<file path="src/rtl/shift_reg_sched_pkg.sv">
// Shared state codes, widths and the round-robin pick rule for the serial shift scheduler.
package shift_reg_sched_pkg;

    typedef enum logic [1:0] {
        ST_IDLE  = 2'd0,
        ST_SHIFT = 2'd1,
        ST_GAP   = 2'd2
    } state_e;

    localparam int GAP_W = 4;

    // Two-way round-robin: a lone requester wins; with both requesting, the one that did not win last.
    function automatic logic [1:0] rr_pick(input logic [1:0] req, input logic last);
        logic [1:0] gnt;
        gnt = 2'b00;
        case (req)
            2'b01:   gnt = 2'b01;
            2'b10:   gnt = 2'b10;
            2'b11:   gnt = last ? 2'b01 : 2'b10;
            default: gnt = 2'b00;
        endcase
        return gnt;
    endfunction

endpackage

</file>
<file path="src/rtl/shift_reg_sched_rr_arb2.sv">
// Combinational two-way round-robin arbiter; last_i is the index of the previous winner.
module rr_arb2
    import shift_reg_sched_pkg::*;
(
    input  logic [1:0] req_i,
    input  logic       last_i,
    output logic [1:0] gnt_o
);

    assign gnt_o = rr_pick(req_i, last_i);

endmodule

</file>
<file path="src/rtl/shift_reg_sched.sv">
// Two-requester scheduler that loads the granted word and shifts it out MSB-first.
//
//   state    | meaning
//   ---------+-----------------------------------------------------------
//   ST_IDLE  | waiting for a request; grant is combinational this cycle
//   ST_SHIFT | one bit per non-stalled cycle, cnt counts bits remaining
//   ST_GAP   | GAP idle cycles between frames, STALL ignored
module shift_reg_sched
    import shift_reg_sched_pkg::*;
#(
    parameter int WIDTH = 4,
    parameter int GAP   = 1
) (
    input  logic             clk_i,
    input  logic             rst_ni,
    input  logic [1:0]       req_i,
    input  logic [WIDTH-1:0] data0_i,
    input  logic [WIDTH-1:0] data1_i,
    output logic [1:0]       gnt_o,
    input  logic             stall_i,
    output logic             sout_o,
    output logic             svalid_o,
    output logic             sowner_o,
    output logic             busy_o,
    output logic [1:0]       done_o
);

    localparam int CNT_W = $clog2(WIDTH + 1);

    state_e             state_q, state_d;
    logic [WIDTH-1:0]   sr_q, sr_d;
    logic [CNT_W-1:0]   cnt_q, cnt_d;
    logic [GAP_W-1:0]   gap_q, gap_d;
    logic               owner_q, owner_d;
    logic               last_q, last_d;
    logic [1:0]         done_q, done_d;
    logic [1:0]         arb_gnt;
    logic [1:0]         gnt;

    rr_arb2 u_arb (
        .req_i  (req_i),
        .last_i (last_q),
        .gnt_o  (arb_gnt)
    );

    // State, datapath and pointer registers; pointer starts at 1 so requester 0 wins first.
    always_ff @(posedge clk_i or negedge rst_ni) begin
        if (!rst_ni) begin
            state_q <= ST_IDLE;
            sr_q    <= '0;
            cnt_q   <= '0;
            gap_q   <= '0;
            owner_q <= 1'b0;
            last_q  <= 1'b1;
            done_q  <= 2'b00;
        end else begin
            state_q <= state_d;
            sr_q    <= sr_d;
            cnt_q   <= cnt_d;
            gap_q   <= gap_d;
            owner_q <= owner_d;
            last_q  <= last_d;
            done_q  <= done_d;
        end
    end

    // Next-state, grant and datapath update.
    always_comb begin
        state_d = state_q;
        sr_d    = sr_q;
        cnt_d   = cnt_q;
        gap_d   = gap_q;
        owner_d = owner_q;
        last_d  = last_q;
        done_d  = 2'b00;
        gnt     = 2'b00;

        case (state_q)
            ST_IDLE: begin
                // GNT stays low while reset is held, even though the state is already IDLE.
                if (rst_ni) begin
                    gnt = arb_gnt;
                end
                if (gnt != 2'b00) begin
                    sr_d    = gnt[1] ? data1_i : data0_i;
                    cnt_d   = CNT_W'(WIDTH);
                    owner_d = gnt[1];
                    last_d  = gnt[1];
                    state_d = ST_SHIFT;
                end
            end
            ST_SHIFT: begin
                if (!stall_i) begin
                    sr_d  = sr_q << 1;
                    cnt_d = cnt_q - CNT_W'(1);
                    if (cnt_q == CNT_W'(1)) begin
                        done_d = owner_q ? 2'b10 : 2'b01;
                        if (GAP > 0) begin
                            gap_d   = GAP_W'(GAP);
                            state_d = ST_GAP;
                        end else begin
                            state_d = ST_IDLE;
                        end
                    end
                end
            end
            ST_GAP: begin
                // gap_q holds the GAP cycles still to spend here, including this one.
                if (gap_q <= GAP_W'(1)) begin
                    gap_d   = '0;
                    state_d = ST_IDLE;
                end else begin
                    gap_d = gap_q - GAP_W'(1);
                end
            end
            default: begin
                state_d = ST_IDLE;
            end
        endcase
    end

    assign gnt_o    = gnt;
    assign sout_o   = (state_q == ST_SHIFT) ? sr_q[WIDTH-1] : 1'b0;
    assign svalid_o = (state_q == ST_SHIFT) && !stall_i;
    assign sowner_o = owner_q;
    assign busy_o   = (state_q != ST_IDLE);
    assign done_o   = done_q;

endmodule

</file>
<file path="config.mk">
export PLATFORM = sky130hd
export DESIGN_NAME = shift_reg_sched
export DESIGN_NICKNAME = d
export VERILOG_FILES = /design/src/rtl/shift_reg_sched_pkg.sv /design/src/rtl/shift_reg_sched_rr_arb2.sv /design/src/rtl/shift_reg_sched.sv
export SDC_FILE = /design/constraint.sdc
export NUM_CORES = 1
export LEC_CHECK = 0
export ABC_AREA = 1
export CORE_ASPECT_RATIO = 0.8
export CORE_UTILIZATION = 50
export DETAILED_ROUTE_END_ITERATION = 8
export PLACE_DENSITY_LB_ADDON = 0.1
export SLEW_MARGIN = 40
export SYNTH_ARGS = -nofsm -noshare
export SYNTH_HDL_FRONTEND = slang
export SYNTH_HIERARCHICAL = 1
export SYNTH_SLANG_ARGS = --single-unit
</file>
<file path="constraint.sdc">
create_clock -name clk_i -period 1.6 [get_ports clk_i]
set_input_delay 0.16 -clock clk_i [delete_from_list [all_inputs] [get_ports clk_i]]
set_output_delay 0.16 -clock clk_i [all_outputs]
set_load 0.02 [all_outputs]
</file>
=== Yosys cells after proc, flatten, opt, wreduce, memory -nomap -nowiden ===
Index checks and enable logic that the tools add are counted.

* Div/mod/pow operators: 0
* Add/sub/neg operators: 2
* Equal/unequal tests: 10
* Bitwise logic cells: 0
* Multipliers: 0
* Muxes and demuxes: 26
* Shift operators: 0
* Order comparisons: 1
* Reductions and logical operators: 11

{| class="wikitable"
|+ Operators by type and width
! cell !! number
|-
| two-way mux 2 bit || 12
|-
| two-way mux 4 bit || 6
|-
| case mux 4 bit (2 select lines) || 2
|-
| case mux 2 bit (3 select lines) || 2
|-
| inequality test 2 bit, second input constant || 4
|-
| nonzero test 2 bit || 4
|-
| equality test 2 bit, second input constant || 3
|-
| two-way mux 3 bit || 2
|-
| case mux 3 bit (2 select lines) || 1
|-
| AND reduction 3 bit || 2
|-
| equality test 2 x 1 -> 1 bit, second input constant || 2
|-
| less-or-equal comparator 4 x 1 -> 1 bit, second input constant || 1
|-
| AND reduction 4 bit || 1
|-
| subtractor 4 x 1 -> 4 bit, second input constant || 1
|-
| equality test 3 x 1 -> 1 bit, second input constant || 1
|-
| subtractor 3 x 1 -> 3 bit, second input constant || 1
|-
| logical NOT 2 bit || 1
|-
| AND reduction 2 bit || 1
|-
| logical AND 1 bit || 1
|-
| logical NOT 1 bit || 1
|-
| two-way mux 1 bit || 1
|}

* Flip-flop bits (word level): 17
* Bits of input ports: 13
* Memory bits (read-only): 0
* Memories: 0
* Bits in latches: 0
* Memory bits (writable): 0

=== Logic depth before layout (Yosys ltp) ===
Gate-level depths: netlist of the first run.

* Word-level depth: 7
* Depth in mapped cells: 9

=== Cells and area by module ===
The synthesis of the first run kept the hierarchy.

{| class="wikitable"
|+ By module, submodules not included
! module !! instances !! sequential area each (µm²) !! area an instance (µm²) !! cells each
|-
| shift_reg_sched || 1 || 426.7 || 1001.0 || 124
|-
| rr_arb2 || 1 || 0.0 || 21.3 || 5
|}

=== Least setup slack after synthesis of the first run ===
No wires, ideal clock.

* Path type: register to register
* Start: register last_q
* End: register sr_q[0]
* Required time: 1.479 ns
* Path slack: 0.289 ns
* Arrival: 1.191 ns
* Stages on the path, launching flop included: 7
* Path through: dfstp_2 a21oi_1 nand2_2 nand2_2 nand2_4 nand2_8 o21ai_1

* Cells in the longest elaborated chain, start to end: 7

{| class="wikitable"
|+ Ends and longest elaborated chain
! what !! line !! text
|-
| from (decl) || shift_reg_sched.sv:35 || <nowiki>logic last_q, last_d;</nowiki>
|-
| from (signal assigned) || shift_reg_sched.sv:62 || <nowiki>last_q <= last_d;</nowiki>
|-
| two-way mux 2 bit * || shift_reg_sched_pkg.sv:19 || <nowiki>2'b11: gnt = last ? 2'b01 : 2'b10;</nowiki>
|-
| case mux 2 bit (3 select lines) * || shift_reg_sched_pkg.sv:16 || <nowiki>case (req)</nowiki>
|-
| via arb_gnt[1] || shift_reg_sched.sv:37 || <nowiki>logic [1:0] arb_gnt;</nowiki>
|-
| two-way mux 2 bit * || shift_reg_sched.sv:81 || <nowiki>if (rst_ni) begin</nowiki>
|-
| two-way mux 2 bit * || shift_reg_sched.sv:78 || <nowiki>case (state_q)</nowiki>
|-
| two-way mux 4 bit or nonzero test 2 bit (tied branches) || shift_reg_sched.sv:85, shift_reg_sched.sv:84 ||
|-
| two-way mux 4 bit or inequality test 2 bit (tied branches) || n/a ||
|-
| case mux 4 bit (2 select lines) or AND reduction 3 bit (tied branches) || n/a ||
|-
| to (signal assigned) || shift_reg_sched.sv:58 || <nowiki>sr_q <= sr_d;</nowiki>
|-
| to (decl) || shift_reg_sched.sv:31 || <nowiki>logic [WIDTH-1:0] sr_q, sr_d;</nowiki>
|}

Mark *: on every way through the listed nets, which the timed path passes. The rest lies on a longest branch. The select of a mux whose other input is x is not followed.
A chain may end at the register's enable or synchronous reset.

=== Worst setup path in the final report of the first run ===
* Start: register last_q
* End: register sr_q[3]

The elaborated chain is that of the path after synthesis.

==> summary.md, run 1 <==
| Metric | Value |
|---|---|
| Status | finished, final reports clean |
| Starting density of the core | 0.535 |
| Final Util | 0.710 |
| CP endpoint | sr_q[3] |
| TritonCTS Sinks | 17 |
| Crit end category | flip-flop |
| CP max stage cell | dfstp_2 |
| Largest net degree at the start of global routing | 16 |
| Hold Path Class | in2async |
| I/O pin count | 21 |
| Worst reg2reg setup slack | 90 ps |
| Gr ovfl total | 0 |
| Synth area leaders | dfrtp_1 39%, nand2_1 11%, nand3_1 10% |
| RSZ-0062 raised after global routing | false |
| DIE HEIGHT | between 40 and 50 µm |
| Worst Setup SP | last_q |
| H-tree depth | 1 |
| Final setup violation count | 0 |
| Die outline area | 0.00223 mm² |
| Slew Limit Fails | 0 |
| Number of synthesized flops with an enable pin | 0 |
| WP data required | between 1500 and 2000 ps |
| Fmax | between 600 and 700 MHz |
| Final wirelength | roughly 2.2 mm |
| CP max FO | 9 |
| DP Cell Count | roughly 180 |
| R2R depth | 9 |
| Register bit total from synthesis | 17 |
| Worst path cell trace | buf_4, a21oi_2, buf_4, nand2_4, nand2_2, nand2_4, nand2_8, nand3_2, nand2_1 |
| Most common cell in the netlist | nand2_1 |
| Clk_skew | 7.51 ps |
| Clock Latency Late Sink | 290 ps |
| Flop pwr share | 0.330 |
| Min Tclk post-route | between 1500 and 2000 ps |
| Max clock buf depth | 2 |
| Port Buf Inserts | 20 |
| CTS clk-pin slew, worst paths | about 100 ps |
| Switch Pwr | about 990 µW |
| Arrival @ worst endpoint | 1690 ps |
| Worst Tran Pin Value | approximately 220 ps |
| Distinct cells, synth | 23 |
| Ys Warns | 6 |
| Crit start category | flip-flop |
| Critical path depth | 9 |
| Yosys top cell area share | 0.392 |
| Top cells by count, synth | 31 x nand2_1, 21 x nand3_1, 18 x inv_1 |
| Clock group share of total power | 0.103 |
| Syn Nets | 146 |
| Syn_area_per_cell | just under 8 µm² |
| GPL Wtd Cong | 0.843 |
| Number of global-route vias before repair | 910 |
| Fin worst setup slack | roughly 90 ps |
| Post-Place Worst Slack | -237 ps |
| Cell Pwr Density | 1630 mW/mm² |
| Routed length per placed instance | between 10 and 15 µm |
| Final Non-Filler Cells | ~190 |
| Critical path buffer and inverter count | 2 |
| Final period util | 0.944 |
| CTS tree | yes |
| Rows | 14 |
| Sw Ratio | 0.450 |
| Fillers | between 100 and 150 |
| Mapped Cells | ~130 |
| Ant diodes | 0 |
| First-pass GRT wire length | 3.84 mm |
| Post-synth top flop | dfrtp_1 |
| Crit path kind | reg2reg |
| FF-to-FF End | sr_q[3] |
| Hold-fix buffers, CTS | 0 |
| Initial drt markers | 20 |
| Post-synthesis sequential area ratio | 0.417 |
| CTS Buf Count | 3 |
| Top delay family on crit path | flip-flops |
| Combinational Power Share | 0.567 |
| RR Startpoint | last_q |
| Initial antenna violation count | 0 |
| Horiz. Die Dim | about 53 µm |
| DRT Pass-1 Iters | 4 |
| Root Driver | clkbuf_4 |
| Vias per cell | a little under 5 |
| Cell Area, Synth | about 0.001 mm² |
| Slew headroom | 0.851 |
| Share of flip-flops with an asynchronous set or reset | 1.00 |
| Max Cap Viol | 0 |
| Post-synth top area cell | dfrtp_1 |
| Peak supply drop | roughly 950 µV |
| Post-DP HPWL | about 1.7 mm |
| Final hold vios | 0 |
| Core area | roughly 0.0019 mm² |
| Total track usage | 0.236 |
| Post-route antenna net violation count | 0 |
| Total number of vias | about 900 |
| Layout cells sized above 1 | 0.245 |
| Area growth, synth to finish | 32.7% |
| Leak Pwr | 0.723 nW |
| Nets@finish | between 150 and 200 |
| Internal Power | around 1.2 mW |
| DRC Markers | 0 |
| Crit path largest cell delay | roughly 550 ps |
area by class of cell:
cell class / count / area (µm²) / area share
repair buffers: 30 / 265 / 0.196
flip-flops and latches: 17 / 427 / 0.315
clock inverters: 1 / 5.00 / 0.00369
multi-input cells: 91 / 526 / 0.387
well taps: 24 / 30.0 / 0.0221
clock buffers: 3 / 22.5 / 0.0166
inverters: 21 / 81.3 / 0.0600
metal layers:
metal | vias to the layer above | GRT usage | wire length [µm]
met5 | - | 0 | 0
li1 | 476 | - | -
met2 | 21 | 0.390 | 979
met4 | 0 | 0.111 | 18
met3 | 2 | 0.0326 | 86
met1 | 411 | 0.301 | 1080
sequential cells by signal, summed over array words and instances (netlist names):
| name | flops |
|---|---|
| cnt_q | 3 |
| last_q | 1 |
| gap_q | 4 |
| sowner_o | 1 |
| sr_q | 4 |
| done_o | 2 |
| state_q | 2 |
power by group through the flow:
stage                     clock, mW  sequential (mW)  combinational [mW]
after floorplan                   0            0.730               0.842
after global placement            0            0.723                1.22
after detailed placement          0            0.736                1.26
after CTS                     0.244            0.726                1.24
after global routing          0.257            0.750                1.42
final                         0.228            0.729                1.25
cell usage in the layout, fill, tap and decap left out:
master	n
nand2_1	31
nand3_1	21
inv_1	18
dfrtp_1	16
clkdlybuf4s50_1	15
buf_4	10
nor2_1	7
nand3_2	5
nand2_2	4
ha_1	4
nor2_2	3
nand2_4	3
clkbuf_4	3
inv_2	2
or2_0	2
o21ai_1	2
o21ai_2	2
inv_4	1
nand2_8	1
nor3_1	1
o21ai_0	1
xor2_1	1
or2_1	1
nand4_1	1
clkinv_2	1
dfstp_2	1
dlygate4sd2_1	1
buf_6	1
buf_2	1
clkdlybuf4s15_1	1
clkbuf_2	1
a21oi_2	1
kinds of logic (layout without fill, tap and decap cells):
| logic type | count (synthesis) | in the layout | synth area share |
|---|---|---|---|
| simple gates | 80 | 80 | 0.409 |
| buf+inv | 21 | 55 | 0.0796 |
| flops | 17 | 17 | 0.417 |
| compound gates | 6 | 6 | 0.0367 |
| fa+ha+maj | 4 | 4 | 0.0490 |
| xor+xnor | 1 | 1 | 0.00857 |
worst min path at each step:
stage                         from   endpoint
after global routing        rst_ni    sr_q[3]
after detailed placement  sowner_o  done_o[0]
after CTS                   rst_ni    sr_q[3]
after floorplan             rst_ni   cnt_q[0]
final                       rst_ni    sr_q[3]
after global placement    sowner_o  done_o[0]
worst reg2reg max path: stages (launching register included):
cell	delay (ps)
dfstp_2	550
buf_4	110
a21oi_2	60
buf_4	160
nand2_4	90
nand2_2	80
nand2_4	140
nand2_8	100
nand3_2	70
nand2_1	50
what timing repair did:
| item | CTS | global route |
|---|---|---|
| gates resized for setup | 11 | 8 |
| endpoints found under the setup margin | 5 | 9 |
| cloned | 0 | 0 |
| pin swaps | 0 | 2 |
| setup buffers | 0 | 1 |
metrics by stage:
| stage | hold WS [ps] | area, µm² | total power [mW] | setup TNS (ps) |
|---|---|---|---|---|
| 2_1_floorplan | -136 | 1020 | 1.57 | 0 |
| 3_3_place_gp | 432 | 1320 | 1.94 | -335 |
| 3_5_place_dp | 445 | 1320 | 1.99 | -754 |
| 4_1_cts | 214 | 1340 | 2.21 | 0 |
| 5_1_grt | 252 | 1360 | 2.42 | 0 |
| 6_report | 246 | 1360 | 2.21 | 0 |
(Power assumes the default switching activity.)
==> run 2, diff against run 1 <==
CORE_UTILIZATION = 23   (was 50)
==> run 2 against run 1 <==
Final cell count is 20% higher; worst hold slack better by 53 ps; first-iteration DRC count grew to 2.7 times the previous value; sequential share of layout area is 2.0 points lower; fmax is 0.67% higher; die area is 110% higher; critical path depth is 5 lower; clock skew is 1.7 ps lower; power is 6.1% higher; setup slack better by 10 ps; flip-flop and latch count stayed put; critical endpoint is now sout_o; largest cell class unchanged.
==> summary.md, run 2 (synthesized netlist as in run 1, its figures left out) <==
| Metric | Value |
|---|---|
| Initial drt markers | 53 (was 20) |
| Crit end category | primary output (was flip-flop) |
| R2R depth | 9 (unchanged) |
| Largest regs | gap_q (4), sr_q (4), cnt_q (3) (unchanged) |
| Post-DP HPWL | 1.95 mm (was 1.66 mm) |
| Layout cells sized above 1 | 0.246 (was 0.245) |
| First-pass GRT wire length | 4.00 mm (was 3.84 mm) |
| Final Non-Filler Cells | 224 (was 187) |
| Core area | 0.00423 mm² (was 0.00191 mm²) |
| Worst reg2reg setup slack | 150 ps (was 90 ps) |
| Arrival @ worst endpoint | 1340 ps (was 1690 ps) |
| GPL Wtd Cong | 0.796 (was 0.843) |
| DRC Markers | 0 (unchanged) |
| Gr ovfl total | 0 (unchanged) |
| Rows | 21 (was 14) |
| RR Startpoint | last_q (unchanged) |
| Cell Pwr Density | 1620 mW/mm² (was 1630 mW/mm²) |
| Final wirelength | 2.43 mm (was 2.17 mm) |
| Largest net degree at the start of global routing | 16 (unchanged) |
| Fin Setup TNS | 0 ps (unchanged) |
| DIE HEIGHT | 61.6 µm (was 42.4 µm) |
| Fillers | 440 (was 149) |
| Horiz. Die Dim | 76.5 µm (was 52.6 µm) |
| Final period util | 0.938 (was 0.944) |
| Worst Tran Pin Value | 218 ps (was 223 ps) |
| I/O pin count | 21 (unchanged) |
| CP max FO | 5 (was 9) |
| Routed length per placed instance | 10.8 µm (was 11.6 µm) |
| Commonest non-fill, non-tap cell in the layout | nand2_1 (unchanged) |
| Ant diodes | 0 (unchanged) |
| CTS clk-pin slew, worst paths | 60 ps (was 100 ps) |
| Slew headroom | 0.855 (was 0.851) |
| Placed cell areas | 0.00140 mm² (was 0.00132 mm²) |
| Total power | 2.34 mW (was 2.21 mW) |
| Crit start category | flip-flop (unchanged) |
| Peak supply drop | 537 µV (was 953 µV) |
| Area growth, synth to finish | 41.5% (was 32.7%) |
| Status | finished, final reports clean (unchanged) |
| H-tree depth | 1 (unchanged) |
| Min Tclk post-route | 1500 ps (was 1510 ps) |
| Vias per cell | 4.27 (was 4.87) |
| Post-route antenna net violation count | 0 (unchanged) |
| Hold-fix buffers, CTS | 0 (unchanged) |
| Die outline area | 0.00472 mm² (was 0.00223 mm²) |
| CTS Buf Count | 3 (unchanged) |
| Max Cap Viol | 0 (unchanged) |
| Total track usage | 0.113 (was 0.236) |
| Crit path kind | reg2out (was reg2reg) |
| TritonCTS Sinks | 17 (unchanged) |
| WP data required | 1440 ps (was 1780 ps) |
| Final setup violation count | 0 (unchanged) |
| Post-Place Worst Slack | -226 ps (was -237 ps) |
| Slew Limit Fails | 0 (unchanged) |
| Min Hold Slack | 299 ps (was 246 ps) |
| Fin worst setup slack | 99.6 ps (was 89.6 ps) |
| Final Util | 0.342 (was 0.710) |
| Max clock buf depth | 2 (unchanged) |
| Fmax | 666 MHz (was 662 MHz) |
| Port Buf Inserts | 20 (unchanged) |
| Total number of vias | 957 (was 910) |
| Fin area | 0.00145 mm² (was 0.00136 mm²) |
| RSZ-0062 raised after global routing | false (unchanged) |
| Starting density of the core | 0.242 (was 0.535) |
| FF-to-FF End | sr_q[3] (unchanged) |
| CTS tree | yes (unchanged) |
| DRT Pass-1 Iters | 4 (unchanged) |
| Clk_skew | 5.85 ps (was 7.51 ps) |
| DP Cell Count | 220 (was 182) |
| Root Driver | clkbuf_8 (was clkbuf_4) |
| Number of global-route vias before repair | 939 (was 910) |
| Clock Latency Late Sink | 250 ps (was 290 ps) |
| Initial antenna violation count | 0 (unchanged) |
| Nets@finish | 185 (was 181) |
| Final hold vios | 0 (unchanged) |
| Leak Pwr | 0.744 nW (was 0.723 nW) |
| Most frequent cells in the layout | 31 x nand2_1, 21 x nand3_1, 18 x inv_1 (unchanged) |
| Hold Path Class | in2async (unchanged) |
[run 2: changes by cell type in the layout (fill, tap and decap cells not counted), moves of 2 or more]
cell,change
buf_4,+4
clkbuf_4,-3
clkbuf_8,+3
nor2_2,-2
[run 2: layout make-up]
class | count | area [µm²] | area share
Clock buffer | 4 | 45.0 | 0.0311
Tap cell | 57 | 71.3 | 0.0493
Inverter | 21 | 81.3 | 0.0562
Sequential cell | 17 | 427 | 0.295
Timing Repair Buffer | 34 | 299 | 0.207
Multi-Input combinational cell | 91 | 523 | 0.362
[run 2: report_power, final]
| group | internal [mW] | switching, mW |
|---|---|---|
| clock | 0.177 | 0.144 |
| sequential | 0.609 | 0.123 |
| combinational | 0.543 | 0.749 |
| total | 1.33 | 1.02 |
[run 2: critical path, stage by stage (launching register included)]
cell and delay, ps:
dfrtp_1 410, inv_2 80, nand2_2 110, nor2_1 140, dlygate4sd2_1 350
[run 2: worst max path at each step]
stage                     from  endpoint  slack (ps)
CTS                     last_q  gnt_o[0]          20
global route        state_q[1]    sout_o           6
global placement      req_i[1]  gnt_o[1]        -160
floorplan               last_q   sr_q[0]         290
detailed placement    req_i[1]  gnt_o[1]        -230
finish              state_q[1]    sout_o         100
[run 2: timing repair]
action,4_1_cts,5_1_grt
setup buffers,0,0
gates resized for setup,10,3
setup endpoints to repair,5,3
pin swaps,0,0
[run 2: layer usage]
metal | routed length [µm] | track usage | up-vias | share of wire
li1 | - | - | 482 | -
met3 | 91 | 0.0311 | 2 | 0.037
met4 | 21 | 0.0467 | 0 | 0.0087
met1 | 1170 | 0.137 | 457 | 0.48
met2 | 1140 | 0.196 | 16 | 0.47
met5 | 0 | 0 | - | 0
==> run 3, diff against run 2 <==
==> constraint.sdc (replaced) <==
create_clock -name clk_i -period 1.6 [get_ports clk_i]
set_input_delay 0.24 -clock clk_i [delete_from_list [all_inputs] [get_ports clk_i]]
set_output_delay 0.24 -clock clk_i [all_outputs]
set_load 0.02 [all_outputs]
==> run 3 against run 2 <==
Flip-flop and latch count unchanged; fmax decreased by 1.6%; critical endpoint is now gnt_o[0]; clock power barely moved; worst hold slack improved by 88 ps; final area rose by 2.0%; largest power group unchanged; routed wire length increased by 0.45%; highest routed layer unchanged.
==> summary.md, run 3 (synthesized netlist as in run 1, its figures left out) <==
| Metric | Value |
|---|---|
| Status | finished, final reports clean (unchanged) |
| Leak Pwr | 0.768 nW (was 0.744 nW) |
| Clock group share of total power | 0.131 (was 0.137) |
| Cell Pwr Density | 1640 mW/mm² (was 1620 mW/mm²) |
| First-pass GRT wire length | 4.17 mm (was 4.00 mm) |
| Total track usage | 0.116 (was 0.113) |
| RSZ-0062 raised after global routing | false (unchanged) |
| Root Driver | clkbuf_8 (unchanged) |
| Fmax | 656 MHz (was 666 MHz) |
| Largest regs | gap_q (4), sr_q (4), cnt_q (3) (unchanged) |
| Crit end category | primary output (unchanged) |
| Clk_skew | 3.67 ps (was 5.85 ps) |
| Combinational Power Share | 0.568 (was 0.551) |
| Port Buf Inserts | 20 (unchanged) |
| Commonest non-fill, non-tap cell in the layout | nand2_1 (unchanged) |
| Final setup violation count | 0 (unchanged) |
| DIE HEIGHT | 61.6 µm (unchanged) |
| Max Cap Viol | 0 (unchanged) |
| DRT Pass-1 Iters | 4 (unchanged) |
| Ant diodes | 0 (unchanged) |
| Crit path kind | in2out (was reg2out) |
| Gr ovfl total | 0 (unchanged) |
| Die outline area | 0.00472 mm² (unchanged) |
| CTS tree | yes (unchanged) |
| Fillers | 446 (was 440) |
| Fin area | 0.00148 mm² (was 0.00145 mm²) |
| Final period util | 0.953 (was 0.938) |
| Largest net degree at the start of global routing | 16 (unchanged) |
| Final wirelength | 2.44 mm (was 2.43 mm) |
| GPL Wtd Cong | 0.795 (was 0.796) |
| Layout cells sized above 1 | 0.285 (was 0.246) |
| Number of global-route vias before repair | 898 (was 939) |
| Placed cell areas | 0.00143 mm² (was 0.00140 mm²) |
| Flop pwr share | 0.301 (was 0.312) |
| Horiz. Die Dim | 76.5 µm (unchanged) |
| Nets@finish | 190 (was 185) |
| Area growth, synth to finish | 44.3% (was 41.5%) |
| Total number of vias | 936 (was 957) |
| RR Startpoint | last_q (unchanged) |
| Final Non-Filler Cells | 229 (was 224) |
| Rows | 21 (unchanged) |
| Slew headroom | 0.854 (was 0.855) |
| Arrival @ worst endpoint | 1290 ps (was 1340 ps) |
| Min Hold Slack | 387 ps (was 299 ps) |
| Worst Setup SP | req_i[0] (was state_q[1]) |
| Post-DP HPWL | 1.99 mm (was 1.95 mm) |
| CTS clk-pin slew, worst paths | 60 ps (about the same) |
| Min Tclk post-route | 1530 ps (was 1500 ps) |
| Most frequent cells in the layout | 31 x nand2_1, 21 x nand3_1, 20 x buf_4 (was 31 x nand2_1, 21 x nand3_1, 18 x inv_1) |
| FF-to-FF End | sr_q[3] (unchanged) |
| Starting density of the core | 0.242 (unchanged) |
| Clock Latency Late Sink | 250 ps (about the same) |
| Sw Ratio | 0.422 (was 0.433) |
| Switch Pwr | 1.02 mW (about the same) |
| Initial antenna violation count | 0 (unchanged) |
| WP data required | 1360 ps (was 1440 ps) |
| R2R depth | 9 (unchanged) |
| Worst reg2reg setup slack | 140 ps (was 150 ps) |
| I/O pin count | 21 (unchanged) |
| Post-route antenna net violation count | 0 (unchanged) |
| Peak supply drop | 560 µV (was 537 µV) |
| Worst Tran Pin Value | 219 ps (was 218 ps) |
| Routed length per placed instance | 10.6 µm (was 10.8 µm) |
| CP endpoint | gnt_o[0] (was sout_o) |
| Fin Setup TNS | 0 ps (unchanged) |
| Crit start category | primary input (was flip-flop) |
| Final hold vios | 0 (unchanged) |
| Core area | 0.00423 mm² (unchanged) |
| Hold Path Class | in2async (unchanged) |
| Slew Limit Fails | 0 (unchanged) |
| Max clock buf depth | 2 (unchanged) |
| Total power | 2.42 mW (was 2.34 mW) |
| Internal Power | 1.40 mW (was 1.33 mW) |
| Vias per cell | 4.09 (was 4.27) |
| Initial drt markers | 33 (was 53) |
| CP max FO | 3 (was 5) |
| DP Cell Count | 224 (was 220) |
| DRC Markers | 0 (unchanged) |
| TritonCTS Sinks | 17 (unchanged) |
| H-tree depth | 1 (unchanged) |
| CTS Buf Count | 3 (unchanged) |
==> run 3: layout make-up <==
type	instances	area (µm²)	area share
repair buffers	39	325	0.221
clock buffers	4	45.0	0.0305
multi-input cells	91	526	0.356
flip-flops and latches	17	427	0.289
well taps	57	71.3	0.0483
inverters	21	81.3	0.0551
==> run 3: worst max-delay path, cell delays in order <==
cell,delay [ps]
clkdlybuf4s50_1,530
nand3_1,90
nand2_1,60
nand2_1,80
nor2_2,130
buf_4,160
==> run 3: worst min path at each step <==
stage	startpoint	to	slack (ps)	depth (start not counted)
floorplan	rst_ni	cnt_q[0]	-60	0
global placement	sowner_o	done_o[0]	450	1
detailed placement	sowner_o	done_o[0]	460	1
CTS	rst_ni	sr_q[0]	380	2
global route	rst_ni	sr_q[0]	400	2
finish	rst_ni	sr_q[0]	390	2
==> run 3: metrics by stage <==
stage | setup slack [ps] | util
after floorplan | 289 | -
after global placement | -323 | 0.338
after detailed placement | -385 | 0.338
after CTS | 3.80 | 0.348
after global routing | 0.840 | 0.349
final | 74.5 | 0.349
==> run 3: repair_timing <==
action,CTS,global route
resized for setup,14,6
setup endpoints to repair,5,4
gates cloned,0,0
buffers inserted,0,1
pin swaps,0,2
hold buffers,0,0
==> run 3: metal layers <==
metal | wire length, µm | part of all wire | track usage
met1 | 1170 | 0.48 | 0.151
met2 | 1160 | 0.48 | 0.196
met3 | 92 | 0.038 | 0.0341
met4 | 11 | 0.0045 | 0.0247
met5 | 0 | 0 | 0
==> run 3: power groups by stage <==
stage          Sequential (mW)  Combinational [mW]  Clock [mW]
3_5_place_dp             0.732                1.40           0
6_report                 0.728                1.37       0.317
5_1_grt                  0.751                1.57       0.361
3_3_place_gp             0.725                1.38           0
4_1_cts                  0.731                1.38       0.331
2_1_floorplan            0.730               0.842           0
